--- config.mk ---
export PLATFORM = sky130hd
export DESIGN_NAME = gate_sweep_ctrl_flat
export DESIGN_NICKNAME = d
export VERILOG_FILES = /design/src/rtl/gate_sweep_ctrl_if.sv /design/src/rtl/gate_sweep_ctrl.sv /design/src/flat_wrapper.sv
export SDC_FILE = /design/constraint.sdc
export NUM_CORES = 1
export LEC_CHECK = 0
export BUFFER_PORTS_ARGS = -buffer_cell sky130_fd_sc_hd__buf_2
export CAP_MARGIN = 25
export CORE_ASPECT_RATIO = 1.4
export CORE_MARGIN = 2
export CORE_UTILIZATION = 35
export CTS_CLUSTER_DIAMETER = 200
export DETAILED_ROUTE_END_ITERATION = 8
export PLACE_DENSITY = 0.55
export SKIP_CTS_REPAIR_TIMING = 1
export SYNTH_ARGS = -nofsm -noshare
export SYNTH_HDL_FRONTEND = slang
export SYNTH_SLANG_ARGS = --single-unit
--- constraint.sdc ---
create_clock -name clk -period 3.07 [get_ports clk]
set_clock_uncertainty 0.05 [all_clocks]
set_input_delay 0 -clock clk [delete_from_list [all_inputs] [get_ports clk]]
set_output_delay 0 -clock clk [all_outputs]
set_load 0.02 [all_outputs]
--- src/rtl/gate_sweep_ctrl_if.sv ---
// Bus between the truth-table sweep controller, its host and the gate under test.
interface gate_sweep_ctrl_if #(
    parameter int N_IN = 2
);
    logic                   start;
    logic                   abort;
    logic [2**N_IN-1:0]     exp_table;
    logic                   dut_y;
    logic [N_IN-1:0]        vec_out;
    logic                   busy;
    logic                   done;
    logic                   sample_valid;
    logic [2**N_IN-1:0]     truth_table;
    logic [N_IN:0]          mismatch_cnt;
    logic                   pass;

    // Host side: requests sweeps, supplies expectations and the gate response.
    modport master (
        output start, abort, exp_table, dut_y,
        input  vec_out, busy, done, sample_valid, truth_table, mismatch_cnt, pass
    );

    // Controller side.
    modport slave (
        input  start, abort, exp_table, dut_y,
        output vec_out, busy, done, sample_valid, truth_table, mismatch_cnt, pass
    );
endinterface

--- src/rtl/gate_sweep_ctrl.sv ---
// Truth-table sweep controller: walks every input vector of a small gate,
// waits SETTLE cycles per vector, captures the gate output and compares it
// against an expected table. Status outputs decode the state register only,
// so no input reaches an output without passing through a flop.
module gate_sweep_ctrl #(
    parameter int N_IN   = 2,
    parameter int SETTLE = 1
) (
    input logic              clk,
    input logic              rst,
    gate_sweep_ctrl_if.slave bus
);
    localparam int N_VEC = 2 ** N_IN;

    typedef enum logic [1:0] {
        ST_IDLE,
        ST_SETTLE,
        ST_SAMPLE,
        ST_DONE
    } state_t;

    state_t           state;
    state_t           state_nxt;
    logic [3:0]       settle_cnt;
    logic [N_IN-1:0]  vec;
    logic [N_VEC-1:0] table_q;
    logic [N_IN:0]    miss_cnt;
    logic             pass_q;

    logic accept;
    logic last_vec;
    logic settle_end;
    logic miss;

    // A start is only honoured from a resting state and never alongside abort.
    assign accept     = bus.start && !bus.abort && (state == ST_IDLE || state == ST_DONE);
    assign last_vec   = &vec;
    assign settle_end = (settle_cnt == 4'(SETTLE - 1));
    assign miss       = (bus.dut_y != bus.exp_table[vec]);

    // State register.
    always_ff @(posedge clk) begin
        // NOTE: clocked state uses non-blocking assignment so every flop samples pre-edge values.
        if (rst) state <= ST_IDLE;
        else     state <= state_nxt;
    end

    // Next-state logic; abort outranks start and every sweep transition.
    always_comb begin
        // NOTE: default first so no path leaves state_nxt unassigned (no latch).
        state_nxt = state;
        case (state)
            ST_IDLE:   if (accept) state_nxt = ST_SETTLE;
            ST_SETTLE: begin
                if (bus.abort)       state_nxt = ST_IDLE;
                else if (settle_end) state_nxt = ST_SAMPLE;
            end
            ST_SAMPLE: begin
                if (bus.abort)     state_nxt = ST_IDLE;
                else if (last_vec) state_nxt = ST_DONE;
                else               state_nxt = ST_SETTLE;
            end
            ST_DONE: begin
                if (bus.abort)   state_nxt = ST_IDLE;
                else if (accept) state_nxt = ST_SETTLE;
            end
            default:             state_nxt = ST_IDLE;
        endcase
    end

    // Vector counter, settle timer and result capture.
    always_ff @(posedge clk) begin
        if (rst) begin
            vec        <= '0;
            settle_cnt <= '0;
            table_q    <= '0;
            miss_cnt   <= '0;
            pass_q     <= 1'b0;
        end else begin
            case (state)
                ST_IDLE, ST_DONE: begin
                    if (state == ST_DONE && bus.abort) begin
                        // Leaving DONE by abort drops the verdict but keeps the results.
                        vec    <= '0;
                        pass_q <= 1'b0;
                    end else if (accept) begin
                        vec        <= '0;
                        settle_cnt <= '0;
                        table_q    <= '0;
                        miss_cnt   <= '0;
                        pass_q     <= 1'b0;
                    end
                end
                ST_SETTLE: begin
                    if (bus.abort) begin
                        vec        <= '0;
                        settle_cnt <= '0;
                    end else begin
                        settle_cnt <= settle_cnt + 4'd1;
                    end
                end
                ST_SAMPLE: begin
                    settle_cnt <= '0;
                    if (bus.abort) begin
                        // An aborted sample leaves the partial results untouched.
                        vec <= '0;
                    end else begin
                        table_q[vec] <= bus.dut_y;
                        if (miss) miss_cnt <= miss_cnt + (N_IN + 1)'(1);
                        // Verdict folds in this final sample; vec_out parks at all-ones.
                        if (last_vec) pass_q <= (miss_cnt == '0) && !miss;
                        else          vec    <= vec + N_IN'(1);
                    end
                end
                default: ;
            endcase
        end
    end

    assign bus.vec_out      = vec;
    assign bus.busy         = (state == ST_SETTLE) || (state == ST_SAMPLE);
    assign bus.done         = (state == ST_DONE);
    assign bus.sample_valid = (state == ST_SAMPLE);
    assign bus.truth_table  = table_q;
    assign bus.mismatch_cnt = miss_cnt;
    assign bus.pass         = pass_q;
endmodule

--- src/flat_wrapper.sv ---
// flat-port wrapper written by rule: the top's interface ports become plain ports
module gate_sweep_ctrl_flat 
#(
    parameter int N_IN   = 2,
    parameter int SETTLE = 1
)
  (clk, rst, bus_start, bus_abort, bus_exp_table, bus_dut_y, bus_vec_out, bus_busy, bus_done, bus_sample_valid, bus_truth_table, bus_mismatch_cnt, bus_pass);
  gate_sweep_ctrl_if #(.N_IN(N_IN)) bus_i ();
  input logic clk;
  input logic rst;
  input wire logic [$bits(bus_i.start)-1:0] bus_start;
  input wire logic [$bits(bus_i.abort)-1:0] bus_abort;
  input wire logic [$bits(bus_i.exp_table)-1:0] bus_exp_table;
  input wire logic [$bits(bus_i.dut_y)-1:0] bus_dut_y;
  output wire logic [$bits(bus_i.vec_out)-1:0] bus_vec_out;
  output wire logic [$bits(bus_i.busy)-1:0] bus_busy;
  output wire logic [$bits(bus_i.done)-1:0] bus_done;
  output wire logic [$bits(bus_i.sample_valid)-1:0] bus_sample_valid;
  output wire logic [$bits(bus_i.truth_table)-1:0] bus_truth_table;
  output wire logic [$bits(bus_i.mismatch_cnt)-1:0] bus_mismatch_cnt;
  output wire logic [$bits(bus_i.pass)-1:0] bus_pass;
  assign bus_i.start = bus_start;
  assign bus_i.abort = bus_abort;
  assign bus_i.exp_table = bus_exp_table;
  assign bus_i.dut_y = bus_dut_y;
  assign bus_vec_out = bus_i.vec_out;
  assign bus_busy = bus_i.busy;
  assign bus_done = bus_i.done;
  assign bus_sample_valid = bus_i.sample_valid;
  assign bus_truth_table = bus_i.truth_table;
  assign bus_mismatch_cnt = bus_i.mismatch_cnt;
  assign bus_pass = bus_i.pass;
  gate_sweep_ctrl #(.N_IN(N_IN), .SETTLE(SETTLE)) u_core (.clk(clk), .rst(rst), .bus(bus_i));
endmodule
[After elaboration in Yosys (flattened, before gate mapping)]
Cells that the tools add are included.
Word-level totals
  register bits after elaboration: 16
  bits of input ports: 9
  output and inout bits: 13
  logic and storage cells: 78
Operators by class
  add/sub/neg operators: 3
  order comparisons: 2
  equal/unequal tests: 13
  multiplexer cells: 34
  reduce and logical (&&, ||, !) cells: 20
Operators by type and width (number)
  $mux W2: 11
  $mux W4: 4
  $mux W3: 4
  $pmux W4 S3: 1
  $pmux W2 S4: 1
  $pmux W4 S2: 1
  $reduce_and A4 Y1: 2
  $mux W1: 6
  $ne A2 B1 Y1 const B: 3
  $ne A2 B2 Y1 const B: 3
  $pmux W2 S3: 1
  $pmux W3 S2: 1
  $logic_and A1 B1 Y1: 5
  $reduce_and A5 Y1: 1
  $add A4 B1 Y4 const B: 1
  $bwmux W4: 1
  $eq A2 B2 Y1 const B: 2
  $logic_not A4 Y1: 1
  $reduce_and A2 Y1: 2
  $add A3 B1 Y3 const B: 1
  $logic_not A3 Y1: 1
  $lt A2 B3 Y1 const B: 1
  $ne A3 B1 Y1 const B: 1
  $ne A3 B2 Y1 const B: 1
  other kinds (14): 16

[Logic depth before layout (Yosys ltp)]
Gate-level depths: netlist of run 1.
  depth in word-level cells: 8
  depth in mapped cells: 7
  depth with buffers taken out: 6

[Worst setup path after synthesis of run 1]
No wires, ideal clock.
  kind: flip-flop to flip-flop
  start: register u_core.vec[0] (netlist: u_core.bus.vec_out[0])
  end: register u_core.miss_cnt[2] (netlist: u_core.bus.mismatch_cnt[2])
  setup time: 0.074 ns
  arrival: 1.916 ns
  data required time: 2.946 ns
  slack: 1.029 ns
  stages on the path, launching flop included: 5
  path buffers: 0
  period minus slack after synthesis: 2.041 ns
  cell sequence: dfxtp_1 -> mux4_2 -> xnor2_2 -> or4_1 -> a31oi_1
On the way
  longest elaborated chain between the ends: 5
Ends and longest elaborated chain
  from (decl): line gate_sweep_ctrl.sv:25  | logic [N_IN-1:0] vec;
  from (signal assigned): line gate_sweep_ctrl.sv:112  | else vec <= vec + N_IN'(1);
  $bmux W1 S2: line gate_sweep_ctrl.sv:39  | assign miss = (bus.dut_y != bus.exp_table[vec]);
  $mux W1 (not written as such): line gate_sweep_ctrl.sv:39
  $ne A1 B1 Y1: line gate_sweep_ctrl.sv:39
  $ne A2 B1 Y1 (no source line)
  $reduce_and A5 Y1 (no source line)
  to (signal assigned): line gate_sweep_ctrl.sv:109  | if (miss) miss_cnt <= miss_cnt + (N_IN + 1)'(1);
  to (decl): line gate_sweep_ctrl.sv:27  | logic [N_IN:0] miss_cnt;
Every way passes these cells. The select of a mux whose other input is x is not followed.
A chain may end at the register's enable or synchronous reset.

[Worst setup path after layout of run 1]
Same ends and word-level chain as after synthesis.

==> flow_summary.ini, run 1 <==
[die]
fp-row-count = 24
dieArea_um2 = 3670
initial_utilization = 0.362
io-pin-count = 22
die_y_um = 70.9
die_w_um = 51.8
coreArea_um2 = 3090

[placed_design]
io_buffers = 21
place_hpwl_mm = 1.84
gp_congestion = 0.770
dp_cells = 183

[global_route]
grtUsageTotal = 0.142
grt_pass1_wl_mm = 4.04
grt_pass1_vias = 938
overflow = 0
antenna_found_initial = 0
grt_util_met1 = 0.141
busiest_layer = met2
grt_use_met3 = 0.0211
grtUsageMet2 = 0.275
grt_max_degree = 22

[layout]
fin_cells = 187
fin_nets = 170
num_antenna_cells = 0
syn_to_final_growth_pct = 14.4
drive_above_1_share = 0.209

[timing]
fmax_mhz = 494
slew_viol_final = 0
slew_headroom = 0.641
finalCritPeriodShare = 0.659
tns_ns = 0
holdWs_ns = 0.0369
worst_slew_pin_slew_ns = 0.532
hold_violations = 0
rsz0062_at_grt = no
finalSetupViolations = 0
final.min_clock_period_ns = 2.02

[synth]
synth_top_area_share = 0.286
synth_area_per_cell_um2 = 8.74
synth_area_leaders = dfxtp_1 29%, ha_1 13%, mux2i_1 4.5%
synthesis.instances = 128
synthDistinctLibCells = 39
mappedNetlistNets = 149
synth_edf_count = 0
synth.most_common_cell = dfxtp_1
synth-async-reset-ratio = 0
ys_seq_elements = 16
ys.flop_type = dfxtp_1
synth_common_cells = 16 x dfxtp_1, 12 x ha_1, 12 x inv_1
seq_area_frac_synth = 0.286
yosysWarningCount = 0
netlist_area_um2 = 1120
synth_largest_area_cell = dfxtp_1

[route]
viasPerCell = 5.14
drt_iter0_markers = 27
vias = 962
dr.pass1.iters = 4
final_antenna_net_count = 0
wire_per_inst_um = 12.7
routed_wl_mm = 2.37
drc = 0

[clocking]
clkLatencyLatePin_ns = 0.25
path_clk_slew_ns = 0.07
clock-sinks = 16
clk_path_buf_depth = 2
cts_buffers = 3
cts_tree = built
root_buffer = clkbuf_8
cts_max_level = 1

[worst_setup_path]
max_stage_delay_ns = 0.57
critical_path_arrival_ns = 2.16
r2r_setup_slack_ns = 1.05
path_class = register to register
crit_fanout = 7
worst-path-buf-inv = 0
critPathTopFamily = multiplexers
cp_cell_sequence = mux4_2, xnor2_2, or4_1, a31oi_1
worstSetupStartpointType = register
cp_slowest_cell = mux4_2
crit_path_end_kind = register
required_ns = 3.20

[status]
outcome = completed

[worst_hold_path]
min_path_type = input pin to register

[power_and_ir_drop]
p_per_area_nw_per_um2 = 363
ir_worst_vdd_v = 0.000274
leakage_nw = 0.499

[flow_run]
drv_cap = 0
[layout by cell type (no fill, tap or decap), drive strengths merged]
cell type and n:
or4b 3, nor3 1, mux4 1, o21ai 4, mux2i 5, xnor2 1, or4 4, buf 21
clkbuf 4, or2b 1, nand3 2, nor2 10, o211ai 6, a21o 1, nor2b 4, and2 2
inv 12, a31oi 3, or3 1, dfxtp 16, o21a 1, ha 12, a22o 1, o41ai 1
nand2b 4, nand2 10, a32oi 1, nand3b 1, or4bb 1, a21oi 8, nor3b 5, o32ai 1
[logic make-up after synthesis]
family / count (synthesis) / share of synthesized area
fa+ha+maj: 12 / 0.134
buf+inv: 17 / 0.0828
flops: 16 / 0.286
compound gates: 27 / 0.159
simple gates: 49 / 0.258
mux: 6 / 0.0649
xor+xnor: 1 / 0.0145
[state kept, by name, indices dropped and copies added (netlist names)]
register and flops:
u_core.bus.truth_table 4, u_core.settle_cnt 4, u_core.bus.mismatch_cnt 3, u_core.bus.vec_out 2, u_core.state 2, u_core.bus.pass 1
[worst paths after layout]
kind	startpoint	end	depth (start not counted)
setup / recovery	u_core.bus.vec_out[0]$_SDFFE_PP0P_	u_core.bus.mismatch_cnt[2]$_SDFFE_PP0P_	4
hold / removal	bus_dut_y	u_core.bus.truth_table[3]$_SDFFE_PP0P_	3
setup reg to reg	u_core.bus.vec_out[0]$_SDFFE_PP0P_	u_core.bus.mismatch_cnt[2]$_SDFFE_PP0P_	4
hold reg to reg	u_core.bus.pass$_SDFFE_PP0P_	u_core.bus.pass$_SDFFE_PP0P_	2
[metrics by stage]
stage	util	instance area (um2)	power (W)	worst slack [ns]
finish	0.414	1280	0.000465	1.05
detailed placement	0.396	1220	0.000282	1.03
floorplan	-	1120	0.000267	1.03
CTS	0.414	1280	0.000471	1.02
global route	0.414	1280	0.000486	0.907
global placement	0.396	1220	0.000281	1.10
[final cells by class]
cell class / count / area (um2)
Clock buffer: 4 / 55.1
Fill cell: 331 / 1810
Inverter: 12 / 45.0
Multi-Input combinational cell: 95 / 706
Sequential cell: 16 / 320
Tap cell: 39 / 48.8
Timing Repair Buffer: 21 / 105
[per-layer routing]
metal / share of wire / wire, um
met3: 0.026 / 61
met5: 0 / 0
met2: 0.54 / 1280
met1: 0.42 / 995
met4: 0.014 / 32
[where the power goes]
part	internal [W]	switching, W
clock	0.000114	0.0000742
combinational	0.0000243	0.0000411
sequential	0.000210	0.00000177
[worst min-delay path, delay by kind of cell]
kind,cells,cell delay [ns]
buffers and inverters,1,0.14
muxes,1,0.08
and+or+nand+nor,1,0.07
Power figures use the tool's default switching activity.
==> run 2, diff against run 1 <==
--- a/config.mk
+++ b/config.mk
@@ -5,6 +5,7 @@
 export SDC_FILE = /design/constraint.sdc
 export NUM_CORES = 1
 export LEC_CHECK = 0
+export ABC_AREA = 1
 export BUFFER_PORTS_ARGS = -buffer_cell sky130_fd_sc_hd__buf_2
 export CAP_MARGIN = 25
 export CORE_ASPECT_RATIO = 1.4
==> constraint.sdc (replaced) <==
create_clock -name clk -period 1.87 [get_ports clk]
set_clock_uncertainty 0.05 [all_clocks]
set_input_delay 0 -clock clk [delete_from_list [all_inputs] [get_ports clk]]
set_output_delay 0 -clock clk [all_outputs]
set_load 0.02 [all_outputs]
==> flow_summary.ini, run 2 <==
[status]
outcome = completed

[synth]
synth_top_area_share = 0.301
synth-async-reset-ratio = 0
synthDistinctLibCells = 22
seq_area_frac_synth = 0.301
synthesis.instances = 149
synth_common_cells = 38 x nand2_1, 20 x inv_1, 16 x dfxtp_1
synth_largest_area_cell = dfxtp_1
netlist_area_um2 = 1060
ys_seq_elements = 16
synth.most_common_cell = nand2_1
synth_edf_count = 0
mappedNetlistNets = 170
synth_area_per_cell_um2 = 7.14
yosysWarningCount = 0
ys.flop_type = dfxtp_1
synth_area_leaders = dfxtp_1 30%, ha_1 14%, nand2_1 13%

[placed_design]
place_hpwl_mm = 1.83
dpl_worst_slack_ns = 0.192
dp_cells = 209
gp_congestion = 0.749
io_buffers = 21

[route]
drt_iter0_markers = 16
wire_per_inst_um = 10.2
dr.pass1.iters = 4
vias = 970
drc = 0
viasPerCell = 4.53
routed_wl_mm = 2.17
final_antenna_net_count = 0

[power_and_ir_drop]
leakage_nw = 0.618
p_per_area_nw_per_um2 = 698
pwr-share-seq = 0.417
power.clock.fraction = 0.338
combPwrFrac = 0.245
ir_worst_vdd_v = 0.000519
swShare = 0.305
p_int_w = 0.000630
power_switching_w = 0.000276

[timing]
tns_ns = 0
setup_slack_ns = 0.195
finalCritPeriodShare = 0.896
worst_slew_pin_slew_ns = 0.287
slew_headroom = 0.808
final.min_clock_period_ns = 1.68
finalSetupViolations = 0
hold_violations = 0
rsz0062_at_grt = no
fmax_mhz = 597
slew_viol_final = 0

[layout]
syn_to_final_growth_pct = 22.1
fin_util = 0.451
multi_input_area_um2 = 644
final_cell_mix = 38 x nand2_1, 21 x buf_2, 20 x inv_1
fin_cells = 214
n_fill_cell = 314
layout_commonest_cell = nand2_1
num_antenna_cells = 0
regArea_um2 = 320
fin_nets = 199
drive_above_1_share = 0.237

[flow_run]
drv_cap = 0

[clocking]
cts_max_level = 1
root_buffer = clkbuf_8
clock-sinks = 16
cts_buffers = 3
cts_tree = built
clkLatencyLatePin_ns = 0.25
clk_path_buf_depth = 2
path_clk_slew_ns = 0.06

[worst_hold_path]
min_path_type = input pin to register

[die]
die_y_um = 69.2
fp-row-count = 23
initial_utilization = 0.370
coreArea_um2 = 2880
io-pin-count = 22
die_w_um = 50.6
dieArea_um2 = 3500

[worst_setup_path]
crit_path_end_kind = register
worstSetupStartpointType = register
critical_path_arrival_ns = 1.79
crit_fanout = 4
path_class = register to register
critPathMostFrequentCell = nand2_1
max_stage_delay_ns = 0.38
cp_cell_sequence = inv_1, ha_1, inv_2, nand2_1, a21oi_4, nand2_1, a211oi_1
critPathTopFamily = compound AO/OA/AOI/OAI gates
cp_slowest_cell = dfxtp_1
worst-path-buf-inv = 2
required_ns = 1.98

[global_route]
overflow = 0
grt_pass1_vias = 923
antenna_found_initial = 0
grtUsageTotal = 0.134
grt_pass1_wl_mm = 3.75
grt_max_degree = 10
-- run 2: changes by cell type after synthesis, sizes merged, moves of 5 or more --
cell	previous run	this run
a211oi	0	6
inv	12	26
mux2i	5	0
nand2	10	41
nand3	2	8
nor2	10	15
nor3b	5	0
o211ai	6	0
-- run 2: layout make-up --
type                            instances  area share
Multi-Input combinational cell        107       0.496
Sequential cell                        16       0.247
Timing Repair Buffer                   24       0.100
Inverter                               26      0.0790
Clock buffer                            4      0.0424
Tap cell                               37      0.0356
-- run 2: stage by stage --
stage,instance area (um2),hold slack [ns],power [W]
3_3_place_gp,1230,0.190,0.000606
6_report,1300,0.0273,0.000906
2_1_floorplan,1060,0.0191,0.000547
4_1_cts,1280,-0.0770,0.000916
3_5_place_dp,1230,0.188,0.000608
5_1_grt,1300,0.0283,0.000964
-- run 2: per-layer routing --
| layer | track usage | part of all wire | wire length [um] | up-vias |
|---|---|---|---|---|
| met5 | 0 | 0 | 0 | - |
| li1 | - | - | - | 529 |
| met4 | 0.0360 | 0.012 | 27 | 0 |
| met2 | 0.256 | 0.53 | 1150 | 12 |
| met1 | 0.145 | 0.42 | 919 | 425 |
| met3 | 0.0259 | 0.035 | 77 | 4 |
-- run 2: worst register-to-register path, delay by kind of cell (launching register included) --
family / cells / cell delay, ns
AO/OA/AOI/OAI: 2 / 0.40
flip-flops: 1 / 0.38
adder cells (fa/ha/maj): 1 / 0.32
AND/OR/NAND/NOR: 2 / 0.23
buffers and inverters: 2 / 0.22
-- run 2: final timing paths --
kind,from,endpoint,slack [ns],cells after the start
max,u_core.state[0]$_SDFFE_PP0P_,u_core.bus.truth_table[2]$_SDFFE_PP0P_,0.19,7
min,bus_dut_y,u_core.bus.truth_table[1]$_SDFFE_PP0P_,0.03,3
max reg2reg,u_core.state[0]$_SDFFE_PP0P_,u_core.bus.truth_table[2]$_SDFFE_PP0P_,0.19,7
min reg2reg,u_core.bus.truth_table[0]$_SDFFE_PP0P_,u_core.bus.truth_table[0]$_SDFFE_PP0P_,0.40,2
-- run 2: power groups by stage --
stage               sequential, W  clock (W)  combinational (W)
floorplan                0.000399          0           0.000148
global placement         0.000385          0           0.000221
detailed placement       0.000386          0           0.000222
CTS                      0.000378   0.000315           0.000223
global route             0.000381   0.000330           0.000253
finish                   0.000378   0.000306           0.000222
-- run 2: cells by family (layout without fill, tap and decap cells) --
family | after synthesis | in the layout | synth area share
fa+ha+maj | 12 | 12 | 0.141
buf+inv | 26 | 54 | 0.0965
flops | 16 | 16 | 0.301
simple gates | 69 | 69 | 0.292
compound gates | 26 | 26 | 0.169
